### src/rtl/loader_pkg.sv
// Shared types and rules for the program loader: FSM states, default sync
// marker and the LEN validity check.
package loader_pkg;

  typedef enum logic [2:0] {
    IDLE,
    LEN,
    DATA,
    WRITE,
    CSUM,
    DONE,
    ERR
  } state_t;

  localparam logic [7:0] SYNC_BYTE_DEF = 8'hA5;

  // A frame must carry at least one word and no more than the memory holds.
  function automatic logic len_ok(input logic [7:0] len, input int unsigned addr_w);
    logic [31:0] max_words;
    max_words = 32'd1 << addr_w;
    return (len != 8'd0) && ({24'd0, len} <= max_words);
  endfunction

endpackage

### src/rtl/loader_word_packer.sv
// Little-endian byte-to-word packer: first byte lands in word[7:0].
module loader_word_packer (
  input  logic        clk,
  input  logic        rst_n,
  input  logic [7:0]  byte_in,
  input  logic        shift_en,
  input  logic        clear,
  output logic [31:0] word,
  output logic        word_done
);

  logic [1:0] cnt;

  always_ff @(posedge clk or negedge rst_n) begin
    if (!rst_n) begin
      word <= '0;
      cnt  <= '0;
    end else if (clear) begin
      word <= '0;
      cnt  <= '0;
    end else if (shift_en) begin
      word <= {byte_in, word[31:8]};
      cnt  <= cnt + 2'd1;
    end
  end

  // High in the cycle the fourth byte is shifted in.
  assign word_done = shift_en && (cnt == 2'd3);

endmodule

### src/rtl/program_loader.sv
// Framed byte-stream loader for instruction memory: SYNC, LEN, 4*LEN data bytes.
// Optional trailing checksum byte when LOADER_CHECKSUM_EN is defined.
module program_loader
  import loader_pkg::*;
#(
  parameter int unsigned ADDR_W    = 4,
  parameter logic [7:0]  SYNC_BYTE = SYNC_BYTE_DEF
) (
  input  logic              clk,
  input  logic              rst_n,
  input  logic [7:0]        s_data,
  input  logic              s_valid,
  output logic              s_ready,
  output logic              load_mem_en,
  output logic [ADDR_W-1:0] load_mem_addr,
  output logic [31:0]       load_mem_data,
  output logic              busy,
  output logic              done,
  output logic              err
);

  localparam logic [ADDR_W:0] WCNT_ONE = (ADDR_W+1)'(1);

  state_t            state, state_nx;
  logic              acc, pk_shift, pk_clear, pk_done;
  logic [31:0]       pk_word;
  logic [ADDR_W:0]   wcnt, nwords;
  logic              last_word;
  logic [ADDR_W-1:0] addr_q;
  logic [31:0]       data_q;

  assign s_ready   = (state == IDLE) || (state == LEN) || (state == DATA) || (state == CSUM);
  assign acc       = s_valid && s_ready;
  assign pk_shift  = acc && (state == DATA);
  assign pk_clear  = acc && (state == LEN);
  assign last_word = (wcnt + WCNT_ONE) == nwords;

  loader_word_packer u_packer (
    .clk       (clk),
    .rst_n     (rst_n),
    .byte_in   (s_data),
    .shift_en  (pk_shift),
    .clear     (pk_clear),
    .word      (pk_word),
    .word_done (pk_done)
  );

`ifdef LOADER_CHECKSUM_EN
  logic [7:0] csum;

  always_ff @(posedge clk or negedge rst_n) begin
    if (!rst_n)        csum <= '0;
    else if (pk_clear) csum <= '0;
    else if (pk_shift) csum <= csum + s_data;
  end
`endif

  always_ff @(posedge clk or negedge rst_n) begin
    if (!rst_n) state <= IDLE;
    else        state <= state_nx;
  end

  always_comb begin
    state_nx = state;
    case (state)
      IDLE:  if (acc && (s_data == SYNC_BYTE)) state_nx = LEN;
      LEN:   if (acc) state_nx = len_ok(s_data, ADDR_W) ? DATA : ERR;
      DATA:  if (pk_done) state_nx = WRITE;
`ifdef LOADER_CHECKSUM_EN
      WRITE: state_nx = last_word ? CSUM : DATA;
      CSUM:  if (acc) state_nx = (s_data == csum) ? DONE : ERR;
`else
      WRITE: state_nx = last_word ? DONE : DATA;
`endif
      DONE:  state_nx = IDLE;
      ERR:   state_nx = IDLE;
      default: state_nx = IDLE;
    endcase
  end

  // Word counter is one bit wider than the address so a full-memory frame
  // terminates on count == 2^ADDR_W instead of wrapping to zero.
  always_ff @(posedge clk or negedge rst_n) begin
    if (!rst_n) begin
      wcnt   <= '0;
      nwords <= '0;
      addr_q <= '0;
      data_q <= '0;
    end else if (pk_clear) begin
      wcnt   <= '0;
      nwords <= (ADDR_W+1)'(s_data);
    end else if (state == WRITE) begin
      wcnt   <= wcnt + WCNT_ONE;
      addr_q <= wcnt[ADDR_W-1:0];
      data_q <= pk_word;
    end
  end

  // Address/data follow the live write in WRITE and hold the last write otherwise.
  assign load_mem_en   = (state == WRITE);
  assign load_mem_addr = load_mem_en ? wcnt[ADDR_W-1:0] : addr_q;
  assign load_mem_data = load_mem_en ? pk_word : data_q;
  assign busy          = (state != IDLE);
  assign done          = (state == DONE);
  assign err           = (state == ERR);

endmodule

### config.mk
export PLATFORM = sky130hd
export DESIGN_NAME = program_loader
export DESIGN_NICKNAME = d
export VERILOG_FILES = /design/src/rtl/loader_pkg.sv /design/src/rtl/loader_word_packer.sv /design/src/rtl/program_loader.sv
export SDC_FILE = /design/constraint.sdc
export NUM_CORES = 1
export LEC_CHECK = 0
export CAP_MARGIN = 10
export CORE_MARGIN = 2
export CORE_UTILIZATION = 30
export CTS_CLUSTER_SIZE = 12
export DETAILED_ROUTE_END_ITERATION = 10
export PLACE_DENSITY = 0.56
export SYNTH_ARGS = -nofsm -noshare
export SYNTH_HDL_FRONTEND = slang
export SYNTH_SLANG_ARGS = --single-unit
### constraint.sdc
create_clock -name clk -period 1.72 [get_ports clk]
set_input_delay 0.344 -clock clk [delete_from_list [all_inputs] [get_ports clk]]
set_output_delay 0.344 -clock clk [all_outputs]
set_load 0.05 [all_outputs]
* After elaboration in Yosys (flattened, before gate mapping) *
Cells that the tools add are included.

cells by class
  $add $sub $neg = 2
  order comparisons = 1
  equality and inequality tests = 12
  multiplexer cells = 14
  reduce and logical (&&, ||, !) cells = 15

operators by type and width
  kind                                                             count
  2-to-1 mux 32 bit                                                3
  2-to-1 mux 3 bit                                                 5
  case mux 3 bit (4 select lines)                                  1
  2-to-1 mux 5 bit                                                 2
  == test 3 bit (second input constant)                            3
  == test 8 bit (second input constant)                            1
  less-or-equal comparator 8 x 5 -> 1 bit (second input constant)  1
  nonzero test 8 bit                                               1
  == test 3 x 2 -> 1 bit (second input constant)                   2
  logical AND 1 bit                                                6
  adder 5 x 1 -> 5 bit (second input constant)                     1
  == test 5 bit                                                    1
  2-to-1 mux 2 bit                                                 2
  2-to-1 mux 4 bit                                                 1
  != test 2 bit (second input constant)                            2
  nonzero test 2 bit                                               2
  == test 3 x 1 -> 1 bit (second input constant)                   1
  logical NOT 3 bit                                                1
  logical OR 1 bit                                                 3
  AND reduction 3 bit                                              1
  nonzero test 3 bit                                               1
  adder 2 x 1 -> 2 bit (second input constant)                     1
  == test 2 bit (second input constant)                            1
  != test 2 x 1 -> 1 bit (second input constant)                   1

word-level totals
  register bits after elaboration = 83
  output and inout port bits = 41

* Longest topological paths before layout *
  depth in word-level cells = 9
  gate-level depth with buffers = 8
  depth with buffers taken out = 6

* By module *
Synthesis repeated with hierarchy kept, for this count alone.

second synthesis, totals
  cell total of the unflattened synthesis = 384
  area, all modules = 3717.3 µm²

modules (own cells, without submodules)
  module              times used  cells an instance  area an instance (µm²)
  program_loader      1           272                2289.7
  loader_word_packer  1           112                1427.6

* Worst setup path after synthesis *
OpenSTA, ideal clock, no wires.

  path kind = register to output
  start = register state[0]
  end = output port load_mem_data[22]
  data arrival time = 1.548 ns
  required time = 1.376 ns
  slack = -0.172 ns
  cell stages (with the launch flop) = 8
  buffers on the path = 2
  cells stage by stage = dfrtp_1 -> buf_4 -> nor2b_4 -> nand2_2 -> inv_2 -> buf_2 -> nand2_1 -> nand2_1

on the way
  word-level cells in the longest chain between the ends = 2

RTL lines
  what                      RTL line               source
  start: declaration        program_loader.sv:24   state_t state, state_nx;
  start signal: assignment  program_loader.sv:60   else state <= state_nx;
  == test 3 x 2 -> 1 bit    program_loader.sv:100  assign load_mem_en = (state == WRITE);
  via load_mem_en           program_loader.sv:14   output logic load_mem_en,
  2-to-1 mux 32 bit         program_loader.sv:102  assign load_mem_data = load_mem_en ? pk_word : data_q;
  end: declaration          program_loader.sv:16   output logic [31:0] load_mem_data,

The timed path passes the listed nets, and every way through them passes these cells.

* Final worst setup path *
  start = register state[0]
  end = output port load_mem_data[8]

on the way
  word-level cells in the longest chain between the ends = 2

RTL lines
  what                    RTL line
  == test 3 x 2 -> 1 bit  program_loader.sv:100
  2-to-1 mux 32 bit       program_loader.sv:102

No other way between the ends.

==> impl_metrics.yaml <==
floorplanning:
  top_level_ports: 52
  rows: 41
  core_region_area_um2: 12600
  die_h_um: 117
  start_util_pct: 30.6
  die-width_um: 117
  die-area_um2: 13700
clock_network:
  cts_inserted_buffers: 9
  clk_pin_slew_ns: 0.06
  clk_latency_ns: 0.33
  cts_sinks: 83
  root_buffer: "clkbuf_16"
  tritoncts: "built"
  clockBufferDepth: 2
  htree_levels: 3
power_and_ir_drop:
  p_sw_share_pct: 41.4
  p_int_mw: 6.46
  combPwrFrac_pct: 52.7
  power_frac_clock_pct: 16.5
  p_leak_nw: 2.96
  sequentialPowerShare_pct: 30.9
  power.density_nw_per_um2: 1880
  power.switching_mw: 4.56
  peakVddDrop_mv: 0.925
synthesis:
  yosys.area_share.adder_pct: 0.651
  synthSimpleGateAreaFrac_pct: 27.1
  synth.distinct_cells: 42
  syn_nets: 443
  synth_compound_gate_area_share_pct: 9.15
  synthesis.area_um2: 3840
  syn_area_per_cell_um2: 8.94
  ys_ff_latch: 83
  synth_top_family_by_area: "simple AND/OR/NAND/NOR gates"
  synth_mux_area_share_pct: 1.95
  yosys_warnings: 0
  synth_xor_area_share_pct: 2.28
  yosysSeqAreaShare_pct: 54.0
  synthCells: 430
layout:
  drive_gt1_share_pct: 36.8
  fin_nets: 514
  multi_input_area_um2: 1940
  area_growth_pct: 52.3
  seqCellArea_um2: 2080
  fillers: 1197
  layout.cells.non_filler: 678
  antenna_cells: 0
timing:
  tightest_slew_ns: 0.366
  skew_ns: 0.00707
  finalCritPeriodShare_pct: 112
  hold_viol: 0
  fin_ws_ns: -0.202
  relSlewSlack_pct: 75.6
  whs_ns: 0.465
  rsz0062_at_grt: "true"
  slew_violations: 0
  finalCriticalPeriod_ns: 1.92
  fmax_mhz: 520
  setup_viol: 39
detailed_routing:
  drt_wl_total_um: 9050
  drtPass1Iterations: 4
  via_per_inst: 4.60
  drt_iter0_markers: 135
  post_drt_wl_per_cell_um: 13.3
  ant_nets: 0
  drcViolationCount: 0
  vias: 3121
job:
  max_cap_violations: 0
worst_setup_path:
  worst-path-stages: 7
  cp_num_buf_inv: 3
  cpMostUsedCell: "nand2_4"
  cp.arrival_ns: 1.58
  critPathKind: "flip-flop to output pin"
  critPathSlowestCell: "dfrtp_1"
  worstSetupEndpointType: "output pin"
  start_kind: "flip-flop"
  r2r_end: "nwords[0]"
  ff2ff_path_depth: 6
  path_cells: "nor2b_4 > nand2_4 > clkinv_8 > clkbuf_16 > nand2_4 > nand2_4 > buf_12"
  reg2reg_setup_slack_ns: 0.13
  slowest_delay_ns: 0.37
  crit_fanout: 6
  cp.required_ns: 1.38
  worstReg2RegStart: "state[2]"
  critPathTopFamily: "buffers and inverters"
global_route:
  grtUsageTotal_pct: 13.9
  grt_max_degree: 47
  gr-total-overflow: 0
  antenna_found_initial: 0
  grt_pass1_vias: 3022
  grt_pass1_wl_um: 14900
placement:
  dpl_worst_slack_ns: -0.0860
  place_congestion: 0.757
  dp_hpwl_um: 6030
  dp_cells: 652
  portBuffers: 51
outcome:
  violations: "negative setup slack"
  status: "finished with violations"
worst_hold_path:
  hold_path.class: "primary input to asynchronous set/reset pin"
state kept, by name, summed over array words and instances (netlist names):
register,flops
u_packer.cnt,2
u_packer.word,32
wcnt,5
addr_q,4
nwords,5
data_q,32
state,3
what timing repair did:
action,in CTS,in global routing
endpoints found under the hold margin,25,0
endpoints found under the setup margin,40,41
cloned,1,3
buffers inserted,3,2
gates resized for setup,30,75
pin swaps,4,10
hold buffers,1,0
worst max-delay path by stage:
stage	start	to	slack, ns
detailed placement	s_valid	nwords[0]	-0.09
global placement	s_valid	nwords[4]	-0.05
finish	state[0]	load_mem_data[8]	-0.20
floorplan	state[1]	err	-0.004
CTS	state[2]	load_mem_data[10]	-0.20
global route	state[0]	load_mem_data[10]	-0.25
synth_stat cells (all sizes together):
master / number / share of area (%)
dfrtp: 83 / 54
nor2b: 4 / 0.91
nand4: 1 / 0.16
or3: 2 / 0.33
a22o: 8 / 1.8
o31ai: 2 / 0.52
a211oi: 1 / 0.20
inv: 1 / 0.098
nor4: 1 / 0.16
xor2: 5 / 1.1
nand3: 4 / 0.52
buf: 21 / 4.5
or4: 1 / 0.20
nand4b: 1 / 0.23
nor3: 1 / 0.13
and3: 1 / 0.16
nand2b: 1 / 0.16
and3b: 3 / 0.68
o21a: 2 / 0.39
ha: 2 / 0.65
nor3b: 1 / 0.20
a21oi: 29 / 4.2
a22oi: 1 / 0.20
xnor2: 5 / 1.1
or2: 1 / 0.16
nand3b: 1 / 0.52
a21boi: 1 / 0.20
nand2: 216 / 21
clkbuf: 3 / 0.29
o21ai: 12 / 1.7
nor2: 8 / 0.78
nand4bb: 2 / 0.59
mux2: 5 / 2.0
kinds of logic (layout without fill, tap and decap cells):
logic type,Yosys count,in the layout
and+or+nand+nor,249,249
DFF,83,83
AOI/OAI and AO/OA,56,56
buffers and inverters,25,101
xor gates and xnor gates,10,10
muxes,5,5
adders and majority gates,2,2
layer usage:
layer	track usage, %	part of all wire, %	vias up
li1	-	-	1541
met3	3.76	4.5	11
met4	3.69	1.1	0
met2	21.6	48	68
met5	0	0	-
met1	19.2	47	1501
through the flow:
step	setup TNS [ns]	cell area [µm²]	util, %	power (mW)
final	-6.81	5850	46.6	11.0
after CTS	-7.09	5480	43.6	10.6
after global placement	-0.701	5060	40.2	8.54
after floorplan	-0.00390	3900	-	6.38
after detailed placement	-1.77	5060	40.2	8.64
after global routing	-9.14	5850	46.6	11.7
layout by cell type (no fill, tap or decap), types with 2 or more instances in the layout:
master           instances
xor2_1                   5
buf_12                  46
mux2_4                   5
a22o_1                   8
o21a_1                   2
a21oi_2                  4
buf_4                   21
dfrtp_1                 82
xnor2_1                  5
nand3_1                  4
nor2_1                   7
clkbuf_16               12
nor2b_1                  2
buf_6                    2
clkinv_4                 2
clkdlybuf4s50_1          9
nand2_2                 45
and3b_1                  2
nand2_4                 30
nand2_1                140
nand4bb_1                2
a21oi_1                 25
ha_1                     2
o21ai_0                 10
inv_6                    2
power by group through the flow:
stage	combinational (mW)	clock, mW	sequential (mW)
5_1_grt	6.23	1.95	3.50
2_1_floorplan	3.26	0	3.12
6_report	5.81	1.81	3.40
3_3_place_gp	5.28	0	3.26
4_1_cts	5.48	1.87	3.26
3_5_place_dp	5.36	0	3.28
cell type report:
| cell class | count | share of cell area, % |
|---|---|---|
| Clock inverter | 6 | 0.812 |
| Multi-Input combinational cell | 322 | 33.1 |
| Timing Repair Buffer | 84 | 22.5 |
| Clock buffer | 10 | 4.08 |
| Inverter | 1 | 0.278 |
| Tap cell | 172 | 3.68 |
| Sequential cell | 83 | 35.5 |
worst reg2reg max path: stages (launching register included):
cell     delay [ns]
dfrtp_1        0.40
buf_4          0.14
buf_6          0.12
nor2b_2        0.13
and3b_1        0.19
buf_4          0.17
mux2_4         0.31
Note: power is estimated with default switching activity, not from simulation.
